==> src/rtl/cpu54_pkg.sv <==
// Shared CPU-wide definitions: datapath width, divider FSM states and the
// DIV/DIVU function codes the control path uses to launch the divider.
package cpu54_pkg;

  localparam int CPU_WIDTH = 32;

  typedef enum logic [1:0] {
    IDLE = 2'd0,
    CALC = 2'd1,
    FIN  = 2'd2
  } div_state_e;

  // R-type funct field values that select the divider and its signedness
  localparam logic [5:0] FUNCT_DIV  = 6'h1A;
  localparam logic [5:0] FUNCT_DIVU = 6'h1B;

endpackage

==> src/rtl/div_step.sv <==
// One restoring radix-2 division iteration: shift {rem,quo} left, trial-subtract
// the divisor magnitude, keep the difference and set the quotient bit if it fits.
module div_step #(
  parameter int WIDTH = 32
) (
  input  logic [WIDTH-1:0] i_rem,
  input  logic [WIDTH-1:0] i_quo,
  input  logic [WIDTH-1:0] i_dvs,
  output logic [WIDTH-1:0] o_rem,
  output logic [WIDTH-1:0] o_quo
);

  logic [WIDTH:0]   w_shift;
  logic [WIDTH-1:0] w_diff;
  logic             w_ge;

  assign w_shift = {i_rem, i_quo[WIDTH-1]};
  assign w_ge    = (w_shift >= {1'b0, i_dvs});
  // When the trial fits the true difference is below the divisor (or equals the
  // truncated shift for a zero divisor), so the low WIDTH bits are exact.
  assign w_diff  = w_shift[WIDTH-1:0] - i_dvs;

  assign o_rem = w_ge ? w_diff : w_shift[WIDTH-1:0];
  assign o_quo = {i_quo[WIDTH-2:0], w_ge};

endmodule

==> src/rtl/iter_div_unit.sv <==
// Multi-cycle restoring divider for DIV/DIVU, results to LO (quotient) / HI (remainder).
// Optional macro DIV_ZERO_FAST_EN: zero divisor short-circuits to FIN and raises div_zero.
module iter_div_unit
  import cpu54_pkg::*;
#(
  parameter int WIDTH = CPU_WIDTH,
  parameter int CNT_W = 6
) (
  input  logic             clk,
  input  logic             rst,
  input  logic             start,
  input  logic             is_signed,
  input  logic [WIDTH-1:0] dividend,
  input  logic [WIDTH-1:0] divisor,
  output logic             busy,
  output logic             done,
  output logic [WIDTH-1:0] quotient,
  output logic [WIDTH-1:0] remainder,
  output logic             div_zero
);

  div_state_e       r_state;
  logic [CNT_W-1:0] r_cnt;
  logic [WIDTH-1:0] r_rem;
  logic [WIDTH-1:0] r_quo;
  logic [WIDTH-1:0] r_dvs;
  logic             r_sign_q;
  logic             r_sign_r;
  logic             r_busy;
  logic             r_done;
  logic [WIDTH-1:0] r_quotient;
  logic [WIDTH-1:0] r_remainder;

  logic [WIDTH-1:0] w_a_mag;
  logic [WIDTH-1:0] w_b_mag;
  logic             w_a_neg;
  logic             w_b_neg;
  logic [WIDTH-1:0] w_rem_nxt;
  logic [WIDTH-1:0] w_quo_nxt;

  assign w_a_neg = is_signed & dividend[WIDTH-1];
  assign w_b_neg = is_signed & divisor[WIDTH-1];
  assign w_a_mag = w_a_neg ? (~dividend + 1'b1) : dividend;
  assign w_b_mag = w_b_neg ? (~divisor + 1'b1) : divisor;

  div_step #(.WIDTH(WIDTH)) u_step (
    .i_rem (r_rem),
    .i_quo (r_quo),
    .i_dvs (r_dvs),
    .o_rem (w_rem_nxt),
    .o_quo (w_quo_nxt)
  );

`ifdef DIV_ZERO_FAST_EN
  logic r_dz;
  logic r_div_zero;
  assign div_zero = r_div_zero;
`else
  assign div_zero = 1'b0;
`endif

  always_ff @(posedge clk) begin
    if (!rst) begin
      r_state     <= IDLE;
      r_cnt       <= '0;
      r_busy      <= 1'b0;
      r_done      <= 1'b0;
      r_quotient  <= '0;
      r_remainder <= '0;
`ifdef DIV_ZERO_FAST_EN
      r_dz        <= 1'b0;
      r_div_zero  <= 1'b0;
`endif
    end else begin
      r_done <= 1'b0;
      case (r_state)
        IDLE: begin
          if (start) begin
            r_rem    <= '0;
            r_quo    <= w_a_mag;
            r_dvs    <= w_b_mag;
            r_sign_q <= w_a_neg ^ w_b_neg;
            r_sign_r <= w_a_neg;
            r_cnt    <= CNT_W'(WIDTH);
            r_busy   <= 1'b1;
            r_state  <= CALC;
`ifdef DIV_ZERO_FAST_EN
            r_div_zero <= 1'b0;
            r_dz       <= (divisor == '0);
            // Zero divisor: results are fixed, so skip the iterations entirely
            if (divisor == '0) begin
              r_quo    <= '1;
              r_rem    <= dividend;
              r_sign_q <= 1'b0;
              r_sign_r <= 1'b0;
              r_state  <= FIN;
            end
`endif
          end
        end
        CALC: begin
          r_rem <= w_rem_nxt;
          r_quo <= w_quo_nxt;
          r_cnt <= r_cnt - 1'b1;
          if (r_cnt == CNT_W'(1)) r_state <= FIN;
        end
        FIN: begin
          r_quotient  <= r_sign_q ? (~r_quo + 1'b1) : r_quo;
          r_remainder <= r_sign_r ? (~r_rem + 1'b1) : r_rem;
          r_done      <= 1'b1;
          r_busy      <= 1'b0;
          r_state     <= IDLE;
`ifdef DIV_ZERO_FAST_EN
          r_div_zero  <= r_dz;
`endif
        end
        default: begin
          r_state <= IDLE;
          r_busy  <= 1'b0;
        end
      endcase
    end
  end

  assign busy      = r_busy;
  assign done      = r_done;
  assign quotient  = r_quotient;
  assign remainder = r_remainder;

endmodule

==> config.mk <==
export PLATFORM = sky130hd
export DESIGN_NAME = iter_div_unit
export DESIGN_NICKNAME = d
export VERILOG_FILES = /design/src/rtl/cpu54_pkg.sv /design/src/rtl/div_step.sv /design/src/rtl/iter_div_unit.sv
export SDC_FILE = /design/constraint.sdc
export NUM_CORES = 1
export LEC_CHECK = 0
export CAP_MARGIN = 10
export CORE_AREA = 3 3 150 152
export CTS_CLUSTER_DIAMETER = 50
export CTS_CLUSTER_SIZE = 8
export DETAILED_ROUTE_END_ITERATION = 8
export DIE_AREA = 0 0 153 155
export MAX_ROUTING_LAYER = met4
export PLACE_DENSITY = 0.77
export RECOVER_POWER = 50
export SLEW_MARGIN = 20
export SYNTH_ARGS = -nofsm -noshare
export SYNTH_HDL_FRONTEND = slang
export SYNTH_HIERARCHICAL = 1
export SYNTH_SLANG_ARGS = --single-unit
==> constraint.sdc <==
create_clock -name clk -period 4.9 [get_ports clk]
set_input_delay 1.225 -clock clk [delete_from_list [all_inputs] [get_ports clk]]
set_output_delay 1.225 -clock clk [all_outputs]
set_load 0.01 [all_outputs]
# After elaboration in Yosys (flattened, before gate mapping)
# Cells that the tools add are included.
# totals
register_bits,172
elab_cells,55
out_inout_bits,67
inputBits,68
# op_classes
order_cmp,1
n_addsub,6
bitwise_logic,8
n_mux,17
eq_ne,5
n_reduce_logical,7
# op_table
op,count
$mux 32,7
$add 32x1->32 const B,4
$not 32->32,4
$pmux 32 s2,2
$ge 33x32->1,1
$sub 32x32->32,1
$pmux 6 s2,1
$eq 6x1->1 const B,1
$mux 6,1
$reduce_and 2->1,3
$reduce_and 3->1,2
$sub 6x1->6 const B,1
$mux 2,2
$ne 2x2->1 const B,2
$pmux 2 s2,1
$and 1x1->1,2
$eq 2x1->1 const B,1
$eq 2x2->1 const B,1
$logic_not 2->1,1
$mux 1,2
$pmux 1 s2,1
$reduce_bool 2->1,1
$not 1->1,1
$xor 1x1->1,1

# Depth between registers and ports, before layout
# Gate-level depths: netlist (run 1).
# depth
ltp_word,5
ltp_mapped,16
ltp_nobuf,13

# By module
# Netlist (run 1), hierarchy kept.
# modules_own_cells
mod,cells_each,seq_area_each_um2,n_inst,area_each_um2
iter_div_unit,920,4424.2,1,8937.3
div_step,360,0.0,1,2643.8

# Least setup slack after synthesis (run 1)
# No wires, ideal clock.
# synth_path
kind,input -> register
startpoint,in rst
endpoint,"reg r_quo[0], enable pin"
required_ns,4.413
setup_ns,0.487
path_buffers,0
t_arrival_ns,4.006
setup_slack_ns,0.407
stages,2
path_cell_list,nand2b_1 -> nor2_1
# synth_via
elab_chain_len,1
# synth_rtl
element,line_no,text
start: declaration,iter_div_unit.sv:10,"input logic rst,"
$reduce_and 3->1 (no line),-,
end signal: assignment,iter_div_unit.sv:80,r_quo <= w_a_mag;
end signal: assignment,iter_div_unit.sv:103,r_quo <= w_quo_nxt;
end: declaration,iter_div_unit.sv:25,logic [WIDTH-1:0] r_quo;
# No other way between the ends.
# A chain may end at the register's enable or synchronous reset.

# Worst setup path after layout (run 1)
# layout_path
startpoint,in is_signed
endpoint,"reg r_quo[26], data pin"
# layout_via
elab_chain_len,4
# layout_rtl
element,line_no,text
start: declaration,iter_div_unit.sv:12,"input logic is_signed,"
$and 1x1->1,iter_div_unit.sv:41,assign w_a_neg = is_signed & dividend[WIDTH-1];
net w_a_neg,iter_div_unit.sv:36,logic w_a_neg;
$mux 32,iter_div_unit.sv:43,assign w_a_mag = w_a_neg ? (~dividend + 1'b1) : dividend;
$mux 32,iter_div_unit.sv:78,if (start) begin
$pmux 32 s2,iter_div_unit.sv:76,case (r_state)
# The timed path passes the listed nets, and every way through them passes these cells. The select of a mux whose other input is x is not followed.

==> results_dict.tcl, run 1 <==
set metrics [dict create \
    path_class "input pin to flip-flop" \
    outcome "finished, violations left" \
    muxShareOfSynthArea_pct 4.74 \
    worstPathArrival_ns 4.15 \
    core_area_um2 21200 \
    leakage_nw 5.29 \
    setup_tns_ns 0 \
    boundaryPins 135 \
    post_cts_resize_count 0 \
    htree_levels 4 \
    grt_pass1_vias 8909 \
    vias_per_cell 5.93 \
    diodes 0 \
    synth_top_family_by_area "simple AND/OR/NAND/NOR gates" \
    min_path_type "flip-flop to flip-flop" \
    timing.critical_path.mode_cell "nand2_1" \
    grt-busiest-layer "met1" \
    ys.flop_type "edfxtp_1" \
    met1_usage_pct 38.6 \
    skew_ns 0.0109 \
    cts_buffers 17 \
    postCtsSetupRepairBufs 0 \
    power_mw 4.06 \
    clock_path_buffers 2 \
    antenna_found_initial 0 \
    end_kind "flip-flop" \
    max_freq_mhz 252 \
    path_buf_inv 3 \
    synth_adder_area_share_pct 4.28 \
    critical-path-top-delay-family "buffers and inverters" \
    synth-edff-count 98 \
    detailedPlace.worstSlack_ns 1.09 \
    ys_seq_area_share_pct 38.2 \
    grt_usage_pct 24.9 \
    synth-compound-area-share_pct 17.5 \
    clockRootBuffer "clkbuf_16" \
    clk_latency_ns 0.43 \
    firstDrtPassIters 6 \
    required_ns 5.09 \
    dieHeight_um 155 \
    clk_pin_slew_ns 0.07 \
    yosys.area_share.simple_pct 18.5 \
    failed_checks "capacitance limit, slew limit" \
    ys_seq_elements 172 \
    slew_headroom_pct -59.9 \
    dp_cells 1604 \
    critPathLaunchType "input pin" \
    vias 9703 \
    start_util_pct 54.7 \
    place_congestion 0.982 \
    area_delta_synth_final_pct 16.1 \
    critPathMaxStageDelay_ns 0.77 \
    grt_max_degree 66 \
    grt_util_met2_pct 35.3 \
    drt_iter0_drc 974 \
    grt_pass1_wl_mm 47.0 \
    stdcell_count 1636 \
    drv_cap 2 \
    totalWireLength_mm 29.4 \
    drc 0 \
    die_area_um2 23700 \
    ys_warn_count 6 \
    cp_max_fo 22 \
    final.min_clock_period_ns 3.97 \
    drive_gt1_share_pct 6.47 \
    wire_per_inst_um 18.0 \
    p_per_area_nw_per_um2 302 \
    postSynthAreaPerCell_um2 9.05 \
    finalNetCount 1455 \
    tritoncts "built" \
    gr-total-overflow 0 \
    io_buffers 133 \
    postLayoutCoreUtil_pct 63.6 \
    synth_xor_area_share_pct 10.1 \
    cp_slowest_cell "clkbuf_1" \
    rows 53 \
    cts_num_sinks 172 \
    final.period_utilization_pct 80.9 \
    grt_util_met3_pct 3.84 \
    synth_area_um2 11600 \
    fin_ws_ns 0.934 \
    ir_drop_v 0.000198 \
    synth_cell_type_count 80 \
    path_cells "dlygate4sd3_1 -> nand2_1 -> clkbuf_1 -> clkinv_1 -> nand2_1 -> or2_2 -> mux2i_1 -> a221o_1" \
    rsz0062_at_grt "no" \
    n_fill_cell 1768 \
    holdBufCountCts 0 \
    synth.net_count 1387 \
    setup_viol_count_final 0 \
    final_hold_viol_count 0 \
    drtAntennaViolNets 0 \
    fp.dieW_um 153 \
    slew_violations 77 \
    hpwl_mm 22.7 \
    async_flop_share_pct 0 \
    tightest_slew_ns 2.39 \
    synthCells 1280 \
]
## power by group
part / leakage (nW) / internal (mW) / switching [mW] / total [mW]
Combinational: 3.45 / 0.431 / 0.480 / 0.910
Clock: 0.306 / 0.801 / 0.605 / 1.41
Sequential: 1.53 / 1.63 / 0.113 / 1.74
Total: 5.29 / 2.86 / 1.20 / 4.06
## cell type report
type                       instances  area [um2]  share of cell area (%)
multi-input combinational        945        6390                    47.5
sequential                       172        4420                    32.9
timing repair buffer             145        1420                    10.6
clock buffer                      21         503                    3.74
tap                              275         344                    2.56
inverter                          67         251                    1.87
clock inverter                    11         114                   0.847
## cell families after synthesis
| kind of cell | Yosys count |
|---|---|
| buffers and inverters | 163 |
| XOR/XNOR | 134 |
| other | 1 |
| AND/OR/NAND/NOR | 417 |
| AO/OA/AOI/OAI | 313 |
| adder cells (fa/ha/maj) | 39 |
| multiplexers | 41 |
| flip-flops | 172 |
## metrics by stage
stage / hold slack [ns] / area (um2)
floorplan: 0.472 / 11600
global placement: 0.437 / 12900
detailed placement: 0.443 / 12900
CTS: 0.458 / 13500
global route: 0.474 / 13400
finish: 0.445 / 13400
## cell usage after synthesis, types with 4 or more instances
| cell type | number | share of area, % |
|---|---|---|
| and3_1 | 5 | 0.27 |
| edfxtp_1 | 98 | 25 |
| o21ai_0 | 84 | 3.6 |
| or2_2 | 6 | 0.32 |
| or4_1 | 16 | 1.0 |
| nor4_1 | 24 | 1.3 |
| a211oi_1 | 21 | 1.4 |
| nor3_1 | 31 | 1.3 |
| buf_2 | 5 | 0.22 |
| buf_6 | 4 | 0.39 |
| nor2_1 | 101 | 3.3 |
| a41oi_1 | 10 | 0.76 |
| o21ai_1 | 12 | 0.52 |
| clkbuf_1 | 50 | 1.6 |
| a21oi_1 | 75 | 3.2 |
| mux2i_1 | 11 | 0.95 |
| o41ai_1 | 10 | 0.76 |
| or3_1 | 16 | 0.86 |
| o31ai_1 | 26 | 1.7 |
| buf_4 | 33 | 2.1 |
| a311oi_1 | 4 | 0.30 |
| nor3b_1 | 5 | 0.32 |
| nand3_1 | 19 | 0.82 |
| a21o_1 | 16 | 1.0 |
| nand2b_1 | 9 | 0.49 |
| o21bai_1 | 4 | 0.26 |
| mux2_4 | 27 | 3.5 |
| xnor2_1 | 58 | 4.4 |
| o31a_1 | 4 | 0.30 |
| nand4_1 | 18 | 0.97 |
| inv_1 | 65 | 2.1 |
| buf_1 | 4 | 0.13 |
| nand2_1 | 103 | 3.3 |
| and2_1 | 37 | 2.0 |
| nor2b_1 | 7 | 0.38 |
| dfxtp_1 | 74 | 13 |
| a31oi_1 | 12 | 0.65 |
| ha_1 | 38 | 4.1 |
| xor2_1 | 76 | 5.7 |
## placed cells by master, fill, tap and decap left out, drive strengths merged, types with 18 or more instances in the layout
master / n
a211oi: 21
dlygate4sd3: 71
ha: 38
nand3: 19
o31ai: 26
dfxtp: 74
nor4: 27
clkdlybuf4s50: 62
and2: 37
a21oi: 75
nand4: 18
nor2: 101
nand2: 103
xor2: 76
inv: 72
or4: 19
o21ai: 96
nor3: 31
xnor2: 58
mux2: 30
clkbuf: 25
edfxtp: 98
## path summary, 6_finish.rpt
path,start,endpoint,slack [ns],depth (start not counted)
worst min register to register,remainder[26],remainder[26],0.45,2
worst max register to register,r_rem[2],r_rem[2],1.10,12
worst min-delay path,remainder[26],remainder[26],0.45,2
worst max-delay path,is_signed,r_quo[26],0.93,8
## layer usage
| metal | up-vias | wire, um |
|---|---|---|
| met3 | 23 | 2250 |
| met5 | - | 0 |
| met2 | 383 | 12200 |
| met1 | 4543 | 14800 |
| met4 | 0 | 207 |
| li1 | 4754 | - |
## worst min-delay path, stage by stage, from the launching register on
cell and delay, ns:
dfxtp_1 0.32, nand2_1 0.04, o21ai_0 0.05
## sequential cells by signal (all words and copies together), names as in the netlist
name and count:
r_cnt 6, r_rem 32, busy 1, r_sign_r 1, r_dvs 32, r_sign_q 1
done 1, remainder 32, r_state 2, r_quo 32, quotient 32
No activity file was read; power rests on OpenSTA's default activity.
==> run 2: changes to the inputs <==
==> constraint.sdc (replaced) <==
create_clock -name clk -period 4.1 [get_ports clk]
set_input_delay 1.025 -clock clk [delete_from_list [all_inputs] [get_ports clk]]
set_output_delay 1.025 -clock clk [all_outputs]
set_load 0.01 [all_outputs]
==> results_dict.tcl, run 2 (synthesized netlist as in run 1, its figures left out) <==
set metrics [dict create \
    gr-total-overflow 0 \
    failed_checks "capacitance limit, slew limit" \
    grt_pass1_vias 8965 \
    wl_met2_mm 12.3 \
    path_cells "ha_1 -> nand2_1 -> o21ai_1 -> a221o_2 -> a21oi_1 -> or4_1 -> a31oi_1 -> nand2b_2 -> o32ai_4 -> buf_4 -> mux2_4 -> and2_1" \
    tightest_slew_ns 1.61 \
    clk_latency_ns 0.44 \
    grt_usage_pct 25.0 \
    drt_iter0_drc 975 \
    skew_ns 0.0156 \
    drive_gt1_share_pct 7.17 \
    final.period_utilization_pct 87.9 \
    finalNetCount 1461 \
    path_buf_inv 1 \
    wl_met1_mm 14.3 \
    totalWireLength_mm 29.4 \
    fin_ws_ns 0.494 \
    vias_per_cell 5.94 \
    critPathMaxStageDelay_ns 0.53 \
    cp_max_fo 21 \
    drc 0 \
    min_path_type "flip-flop to flip-flop" \
    clk_pin_slew_ns 0.07 \
    grt_max_degree 64 \
    holdBufCountCts 0 \
    dieHeight_um 155 \
    boundaryPins 135 \
    wire_per_inst_um 17.9 \
    core_area_um2 21200 \
    layout_commonest_cell "nand2_1" \
    area_delta_synth_final_pct 17.0 \
    worstPathArrival_ns 3.79 \
    most-common-layout-cells "103 x nand2_1, 99 x nor2_1, 98 x edfxtp_1, 84 x o21ai_0, 76 x xor2_1" \
    cts_num_sinks 172 \
    rows 53 \
    drv_cap 2 \
    start_util_pct 54.7 \
    final.min_clock_period_ns 3.61 \
    io_buffers 133 \
    cts_buffers 17 \
    critical-path-top-delay-family "compound AO/OA/AOI/OAI gates" \
    post_cts_resize_count 0 \
    ir_drop_v 0.000266 \
    htree_levels 4 \
    antenna_found_initial 0 \
    dp_cells 1610 \
    critPathLaunchType "flip-flop" \
    required_ns 4.28 \
    stdcell_count 1642 \
    die_area_um2 23700 \
    vias 9761 \
    hpwl_mm 22.5 \
    detailedPlace.worstSlack_ns 0.579 \
    postCtsSetupRepairBufs 0 \
    rsz0062_at_grt "no" \
    outcome "finished, violations left" \
    place_congestion 0.981 \
    fp.dieW_um 153 \
    clockRootBuffer "clkbuf_16" \
    cp_slowest_cell "edfxtp_1" \
    tritoncts "built" \
    final_hold_viol_count 0 \
    slew_violations 102 \
    highest_layer "met4" \
    slew_headroom_pct -7.09 \
    leakage_nw 5.34 \
    diodes 0 \
    end_kind "flip-flop" \
    firstDrtPassIters 6 \
    clock_path_buffers 2 \
    path_class "flip-flop to flip-flop" \
    setup_viol_count_final 0 \
    p_per_area_nw_per_um2 369 \
    grt_pass1_wl_mm 47.1 \
    drtAntennaViolNets 0 \
    max_freq_mhz 277 \
    setup_tns_ns 0 \
    met3_length_mm 2.61 \
]
[run 2: cell types whose count changed in the layout (fill, tap and decap cells not counted), sizes merged]
cell	previous run	this run
inv	72	73
clkinv	5	2
clkdlybuf4s50	62	63
buf	8	14
bufinv	1	3
dlygate4sd3	71	70
[run 2: final timing paths]
check / slack [ns] / from / to / cells past startpoint
max: 0.49 / r_rem[0] / r_rem[14] / 12
min: 0.44 / remainder[21] / remainder[21] / 2
max reg2reg: 0.49 / r_rem[0] / r_rem[14] / 12
min reg2reg: 0.44 / remainder[21] / remainder[21] / 2
[run 2: per-stage QoR]
stage / cell area (um2) / utilization [%] / hold WS, ns / power [mW]
after CTS: 13600 / 64.2 / 0.449 / 5.01
after global routing: 13500 / 64.0 / 0.469 / 5.21
after global placement: 12900 / 61.1 / 0.435 / 3.17
final: 13500 / 64.0 / 0.443 / 5.00
after floorplan: 11600 / - / 0.472 / 2.89
after detailed placement: 12900 / 61.1 / 0.440 / 3.20
[run 2: worst reg2reg max path, cell delays in order (launching register included)]
cell and delay (ns):
edfxtp_1 0.53, ha_1 0.39, nand2_1 0.06, o21ai_1 0.32, a221o_2 0.28, a21oi_1 0.11
or4_1 0.50, a31oi_1 0.17, nand2b_2 0.17, o32ai_4 0.09, buf_4 0.26, mux2_4 0.34
and2_1 0.14
[run 2: final cells by class]
type	instances	area, um2
clock buffer	21	505
fill	1825	7610
tap	275	344
sequential	172	4420
clock inverter	11	163
inverter	67	251
multi-input combinational	945	6410
timing repair buffer	151	1450
[run 2: power by group]
group	internal [mW]	switching [mW]
clock network	1.09	0.728
registers	1.95	0.127
logic	0.516	0.588
total	3.56	1.44
[run 2: metal layers]
metal,GRT usage (%),up-vias
li1,-,4747
met5,-,-
met3,4.78,21
met2,34.9,416
met4,5.90,0
met1,37.6,4577
